File: config.mk
export PLATFORM = sky130hd
export DESIGN_NAME = vga_display_core
export DESIGN_NICKNAME = d
export VERILOG_FILES = /design/src/rtl/vga_display_core.sv
export SDC_FILE = /design/constraint.sdc
export NUM_CORES = 1
export LEC_CHECK = 0
export CORE_MARGIN = 3
export CORE_UTILIZATION = 55
export DETAILED_ROUTE_END_ITERATION = 8
export DONT_BUFFER_PORTS = 1
export PLACE_DENSITY = 0.69
export RECOVER_POWER = 25
export SETUP_SLACK_MARGIN = 0.3
export SLEW_MARGIN = 25
export SYNTH_ARGS = -nofsm -noshare
export SYNTH_HDL_FRONTEND = slang
export SYNTH_SLANG_ARGS = --single-unit
File: constraint.sdc
create_clock -name clk -period 1.85 [get_ports clk]
set_clock_uncertainty 0.2 [all_clocks]
set_input_delay 0.37 -clock clk [delete_from_list [all_inputs] [get_ports clk]]
set_output_delay 0.37 -clock clk [all_outputs]
set_load 0.05 [all_outputs]
File: src/rtl/vga_display_core.sv
// -----------------------------------------------------------------------------
// vga_display_core
//
// VGA timing generator and pixel output stage with configurable geometry,
// pixel-clock divide, colour width and number of colour sources.
//
// A clock divider produces a one-clk pixel enable (pix_tick). The horizontal
// and vertical counters step on that enable. The counters are exported as the
// pixel coordinates so that the colour sources can present the colour for
// (pix_x, pix_y) in the same pixel period. One of NUM_SRC sources is selected.
// The selection is re-latched only at the frame wrap, so a frame never mixes
// two sources. RGB and both syncs are registered on the pixel tick and keep
// the same one-tick latency, so colour and sync stay aligned at the pins.
//
// Ports
//   clk          in   system clock
//   reset        in   asynchronous, active-high reset
//   src_sel      in   requested source index (latched at frame wrap)
//   src_rgb      in   packed source colours, source k at [k*RGB_W +: RGB_W]
//   pix_tick     out  pixel-clock enable, one clk wide
//   pix_x        out  horizontal count
//   pix_y        out  vertical count
//   video_on     out  current (pix_x, pix_y) lies in the active area
//   frame_start  out  high on the tick where the counters wrap to (0,0)
//   h_sync       out  registered horizontal sync, SYNC_POL polarity
//   v_sync       out  registered vertical sync, SYNC_POL polarity
//   RGB          out  registered pixel colour
// -----------------------------------------------------------------------------
module vga_display_core #(
  parameter int H_ACTIVE = 640,
  parameter int H_FP     = 16,
  parameter int H_SYNC   = 96,
  parameter int H_BP     = 48,
  parameter int V_ACTIVE = 480,
  parameter int V_FP     = 10,
  parameter int V_SYNC   = 2,
  parameter int V_BP     = 33,
  parameter int CLK_DIV  = 2,
  parameter int NUM_SRC  = 2,
  parameter int RGB_W    = 3,
  parameter int XY_W     = 10,
  parameter int SYNC_POL = 0,
  parameter int SEL_W    = 1
) (
  input  logic                       clk,
  input  logic                       reset,
  input  logic [SEL_W-1:0]           src_sel,
  input  logic [NUM_SRC*RGB_W-1:0]   src_rgb,
  output logic                       pix_tick,
  output logic [XY_W-1:0]            pix_x,
  output logic [XY_W-1:0]            pix_y,
  output logic                       video_on,
  output logic                       frame_start,
  output logic                       h_sync,
  output logic                       v_sync,
  output logic [RGB_W-1:0]           RGB
);

  // ---------------------------------------------------------------------------
  // Derived geometry
  // ---------------------------------------------------------------------------
  localparam int H_TOTAL = H_ACTIVE + H_FP + H_SYNC + H_BP;
  localparam int V_TOTAL = V_ACTIVE + V_FP + V_SYNC + V_BP;

  // A divide-by-one still keeps a one-bit counter; it simply never leaves 0.
  localparam int DIV_W = (CLK_DIV > 1) ? $clog2(CLK_DIV) : 1;

  localparam logic [DIV_W-1:0] DIV_LAST = DIV_W'(CLK_DIV - 1);

  localparam logic [XY_W-1:0] H_LAST   = XY_W'(H_TOTAL - 1);
  localparam logic [XY_W-1:0] V_LAST   = XY_W'(V_TOTAL - 1);
  localparam logic [XY_W-1:0] H_VIS    = XY_W'(H_ACTIVE);
  localparam logic [XY_W-1:0] V_VIS    = XY_W'(V_ACTIVE);
  localparam logic [XY_W-1:0] HS_FIRST = XY_W'(H_ACTIVE + H_FP);
  localparam logic [XY_W-1:0] HS_LAST  = XY_W'(H_ACTIVE + H_FP + H_SYNC - 1);
  localparam logic [XY_W-1:0] VS_FIRST = XY_W'(V_ACTIVE + V_FP);
  localparam logic [XY_W-1:0] VS_LAST  = XY_W'(V_ACTIVE + V_FP + V_SYNC - 1);

  localparam logic SYNC_ON  = (SYNC_POL != 0) ? 1'b1 : 1'b0;
  localparam logic SYNC_OFF = (SYNC_POL != 0) ? 1'b0 : 1'b1;

  // ---------------------------------------------------------------------------
  // State and next-state
  // ---------------------------------------------------------------------------
  logic [DIV_W-1:0] div_q, div_d;
  logic [XY_W-1:0]  h_q, h_d;
  logic [XY_W-1:0]  v_q, v_d;
  logic [SEL_W-1:0] sel_q, sel_d;
  logic             sel_inv_q, sel_inv_d;
  logic [RGB_W-1:0] rgb_q, rgb_d;
  logic             hs_q, hs_d;
  logic             vs_q, vs_d;

  // Combinational decodes
  logic             tick_s;
  logic             h_last_s;
  logic             v_last_s;
  logic             video_s;
  logic             frame_s;
  logic             hs_win_s;
  logic             vs_win_s;
  logic             sel_ok_s;
  logic [RGB_W-1:0] src_pix_s;

  // ---------------------------------------------------------------------------
  // Decodes from the current counter state
  // ---------------------------------------------------------------------------
  assign tick_s   = (div_q == DIV_LAST);
  assign h_last_s = (h_q == H_LAST);
  assign v_last_s = (v_q == V_LAST);
  assign video_s  = (h_q < H_VIS) && (v_q < V_VIS);
  assign frame_s  = tick_s && h_last_s && v_last_s;
  assign hs_win_s = (h_q >= HS_FIRST) && (h_q <= HS_LAST);
  assign vs_win_s = (v_q >= VS_FIRST) && (v_q <= VS_LAST);

  // A request outside the implemented sources blanks the whole next frame.
  assign sel_ok_s = (32'(src_sel) < 32'(NUM_SRC));

  // Pixel divider: free-running modulo-CLK_DIV count, cleared on the tick.
  always_comb begin
    div_d = div_q;
    if (tick_s) begin
      div_d = '0;
    end else begin
      div_d = div_q + DIV_W'(1);
    end
  end

  // Raster counters: h wraps every line and carries into v, which wraps per frame.
  always_comb begin
    h_d = h_q;
    v_d = v_q;
    if (tick_s) begin
      if (h_last_s) begin
        h_d = '0;
        if (v_last_s) begin
          v_d = '0;
        end else begin
          v_d = v_q + XY_W'(1);
        end
      end else begin
        h_d = h_q + XY_W'(1);
        v_d = v_q;
      end
    end else begin
      h_d = h_q;
      v_d = v_q;
    end
  end

  // Source latch: re-evaluated only on the frame wrap to avoid tearing.
  always_comb begin
    sel_d     = sel_q;
    sel_inv_d = sel_inv_q;
    if (frame_s) begin
      if (sel_ok_s) begin
        sel_d     = src_sel;
        sel_inv_d = 1'b0;
      end else begin
        sel_d     = '0;
        sel_inv_d = 1'b1;
      end
    end else begin
      sel_d     = sel_q;
      sel_inv_d = sel_inv_q;
    end
  end

  // Colour mux over the latched source; a loop keeps out-of-range codes at 0.
  always_comb begin
    src_pix_s = '0;
    for (int k = 0; k < NUM_SRC; k++) begin
      if (sel_q == SEL_W'(k)) begin
        src_pix_s = src_rgb[k*RGB_W +: RGB_W];
      end else begin
        src_pix_s = src_pix_s;
      end
    end
  end

  // Output stage: colour and syncs for the current coordinate, loaded on the tick.
  always_comb begin
    rgb_d = rgb_q;
    hs_d  = hs_q;
    vs_d  = vs_q;
    if (tick_s) begin
      rgb_d = (video_s && !sel_inv_q) ? src_pix_s : '0;
      hs_d  = hs_win_s ? SYNC_ON : SYNC_OFF;
      vs_d  = vs_win_s ? SYNC_ON : SYNC_OFF;
    end else begin
      rgb_d = rgb_q;
      hs_d  = hs_q;
      vs_d  = vs_q;
    end
  end

  // State registers with asynchronous reset to the idle raster position.
  always_ff @(posedge clk or posedge reset) begin
    if (reset) begin
      div_q     <= '0;
      h_q       <= '0;
      v_q       <= '0;
      sel_q     <= '0;
      sel_inv_q <= 1'b0;
      rgb_q     <= '0;
      hs_q      <= SYNC_OFF;
      vs_q      <= SYNC_OFF;
    end else begin
      div_q     <= div_d;
      h_q       <= h_d;
      v_q       <= v_d;
      sel_q     <= sel_d;
      sel_inv_q <= sel_inv_d;
      rgb_q     <= rgb_d;
      hs_q      <= hs_d;
      vs_q      <= vs_d;
    end
  end

  // ---------------------------------------------------------------------------
  // Outputs
  // ---------------------------------------------------------------------------
  assign pix_tick    = tick_s;
  assign pix_x       = h_q;
  assign pix_y       = v_q;
  assign video_on    = video_s;
  assign frame_start = frame_s;
  assign h_sync      = hs_q;
  assign v_sync      = vs_q;
  assign RGB         = rgb_q;

endmodule

==> qor.txt, run 1 <==
crit path from: pix_x[7]
Synth Flop Type: dfrtp_1
Buf/Inv on CP: 1
global-route wire length before repair: 6837 um
Hold WC Path Type: input pin to flip-flop
worst r2r src: pix_x[7]
Synth cell types: 33
layout cells sized above 1: 0.5276
CTS tree: built
PwrDens: 397.3 nW/um^2
routed len/inst: 27.45 um
hold_ws: 131.9 ps
crit path DAT: 2010 ps
Critical Path Stages: 3
starting density of the core: 0.6109
Net Switching: 0.0002127 W
DRT iter0 DRCs: 163
failing checks: negative setup slack
RSZ-0062 raised after global routing: true
Final Hold Vio Count: 0
Pleak: 1.012 nW
diodes inserted: 0
Critical R2R Capture: pix_y[3]
initial antenna violation count: 0
Max Freq: 388.3 MHz
GRT Total Usage: 0.2758
pin count of the biggest net entering global routing: 28
minimum clock period: 2575 ps
crit start category: flip-flop
Sink Count: 27
Ys Warns: 0
max-cap viol count: 0
core area: 2318 um^2
Power Internal: 0.0006865 W
Pre-antenna DRT Iters: 5
H-tree depth: 1
Seq cells post-synth: 27
register area share after synthesis: 0.4788
Sequential Power Share: 0.678
maximum vdd drop: 0.3965 mV
vias per cell: 6.863
Die Y-Extent: 56.75 um
Tot Pwr: 0.0008993 W
r2r setup slk: -550 ps
post-synthesis cell count: 141
Area Overhead vs Synth: 59.81%
grt total ovfl: 0
Worst Path Required: 1280 ps
Reg clk slew, reported paths: 150 ps
Crit path max-delay family: simple AND/OR/NAND/NOR gates
# DRC: 0
Post-Syn Nets: 154
FP Rows: 17
fraction of registers with async set/reset: 1.000
run status: finished with violations
syn_area_per_cell: 10.05 um^2
number of fill cells: 30
Combinational Power Share: 0.027
DRT Wirelength: 6231 um
overall die area: 3220 um^2
CP Class: flip-flop to output pin
biggest cell delay along the critical path: 590 ps
critical path cell sequence: or4b_4 > nor4_4 > buf_12
clk_lat worst skew: 330 ps
CTS root buf: clkbuf_4
vias in the first global route: 1444
via count: 1558
die outline width: 56.75 um
Net count, final: 213
GP Congestion: 0.7819
# setup viols final: 22
commonest non-fill, non-tap cell in the layout: buf_4
Tightest Pin Transition: 676.1 ps
I/O pin count: 37
Post-Syn Area: 1416 um^2
max-slew violations: 0
Crit-path slowest cell: or4b_4
number of buffers created by CTS: 3
switching power share of the total: 0.2366
min setup slack post-route: -725.1 ps
dpl cells: 203
Tcrit/Tclk final: 1.392
EDFF count, synth: 0
Clock power frac: 0.295
clk buf depth: 2
HPWL Detailed: 2731 um
Max-slew headroom: 0.5493
Critical Path Sink Type: output pin
R2R depth: 8
number of routed nets with antenna violations: 0
crit-path max FO: 2
commonest cells after routing, fill and taps aside: 23 x buf_4, 21 x dfrtp_2, 19 x buf_6
CP endpoint: frame_start
Layout Cells excl Fill: 227
PortBufs: 0
[cell type report]
class	count	area, um^2	share of cell area
clock buffer	4	26.28	0.01161
inverter	11	45.04	0.01990
multi-input combinational	100	810.8	0.3582
sequential	27	704.4	0.3112
tap	28	35.03	0.01548
timing repair buffer	57	641.9	0.2836
[registers in the layout, indices dropped and copies added, names as in the netlist]
register and flops:
h_sync 1, pix_y 10, pix_tick 1, RGB 3, sel_q 1, v_sync 1, pix_x 10
[Yosys cell counts (2+ instances only)]
| library cell | instances | area [um^2] |
|---|---|---|
| nor3_1 | 2 | 10.01 |
| dfstp_2 | 2 | 52.55 |
| inv_1 | 11 | 41.29 |
| xor2_1 | 3 | 26.28 |
| mux2i_1 | 5 | 50.05 |
| and3_1 | 2 | 12.51 |
| nand2_1 | 10 | 37.54 |
| a22o_1 | 4 | 35.03 |
| o21ai_0 | 7 | 35.03 |
| or3_1 | 2 | 12.51 |
| nand4_1 | 8 | 50.05 |
| nor4_1 | 2 | 12.51 |
| dfrtp_1 | 25 | 625.6 |
| ha_1 | 4 | 50.05 |
| nand3_1 | 10 | 50.05 |
| nor4b_1 | 3 | 26.28 |
| a21oi_1 | 4 | 20.02 |
| xnor2_1 | 8 | 70.07 |
| nor2_1 | 14 | 52.55 |
| a31oi_1 | 2 | 12.51 |
[worst min path at each step]
stage / cells after the start / end / start
3_3_place_gp: 2 / sel_q / reset
6_report: 3 / RGB[1] / src_rgb[1]
2_1_floorplan: 1 / RGB[0] / reset
5_1_grt: 3 / RGB[1] / src_rgb[1]
4_1_cts: 3 / RGB[2] / src_rgb[2]
3_5_place_dp: 2 / RGB[0] / reset
[cells by family (layout without fill, tap and decap cells)]
group,count (synthesis),count (layout),synth area share
AOI/OAI and AO/OA,18,18,0.07773
xor gates and xnor gates,11,11,0.06803
adders and majority gates,4,4,0.03534
buffers and inverters,14,72,0.04505
DFF,27,27,0.4788
muxes,7,7,0.05124
and+or+nand+nor,60,60,0.2438
[what timing repair did]
action                                  in CTS  in global routing
pin swaps                                   11                 13
hold buffers                                 2                  0
cloned                                       0                  1
endpoints found under the setup margin      36                 45
gates resized for setup                     29                 40
buffers inserted                             7                 10
hold endpoints to repair                    26                  0
[power groups by stage]
stage               Clock [W]  Combinational (W)  Sequential (W)
floorplan                   0          0.0000146        0.000618
global placement            0          0.0000197        0.000619
CTS                  0.000265          0.0000236        0.000609
global route         0.000291          0.0000275        0.000610
finish               0.000265          0.0000246        0.000609
detailed placement          0          0.0000204        0.000619
[worst reg2reg max path, delay by kind of cell, from the launching register on]
kind | cells | cell delay, ps
flops | 1 | 460
compound gates | 1 | 80
simple gates | 3 | 950
buf+inv | 4 | 650
[metal layers]
metal / vias up / track usage / part of all wire
met2: 160 / 0.4670 / 0.47
met4: 0 / 0.1225 / 0.062
met1: 738 / 0.3367 / 0.34
met3: 43 / 0.05517 / 0.13
li1: 617 / - / -
met5: - / 0 / 0
[stage by stage]
| stage | setup TNS [ps] | util | worst slack, ps | instance area [um^2] |
|---|---|---|---|---|
| 6_report | -8968 | 0.9763 | -725.1 | 2263 |
| 5_1_grt | -9744 | 0.9763 | -745.8 | 2263 |
| 4_1_cts | -4281 | 0.8645 | -615.3 | 2004 |
| 3_5_place_dp | -1276 | 0.7766 | -344.3 | 1800 |
| 3_3_place_gp | -997.7 | 0.7766 | -300.2 | 1800 |
| 2_1_floorplan | -2232 | - | -805.6 | 1501 |
(Power assumes the default switching activity.)
==> inputs of run 2 (changes only) <==
--- a/config.mk
+++ b/config.mk
@@ -5,8 +5,10 @@
 export SDC_FILE = /design/constraint.sdc
 export NUM_CORES = 1
 export LEC_CHECK = 0
+export CAP_MARGIN = 20
 export CORE_MARGIN = 3
 export CORE_UTILIZATION = 55
+export CTS_CLUSTER_SIZE = 30
 export DETAILED_ROUTE_END_ITERATION = 8
 export DONT_BUFFER_PORTS = 1
 export PLACE_DENSITY = 0.69
==> results of run 2 <==
Final layout, timing and power as in run 1 (identical DEF).
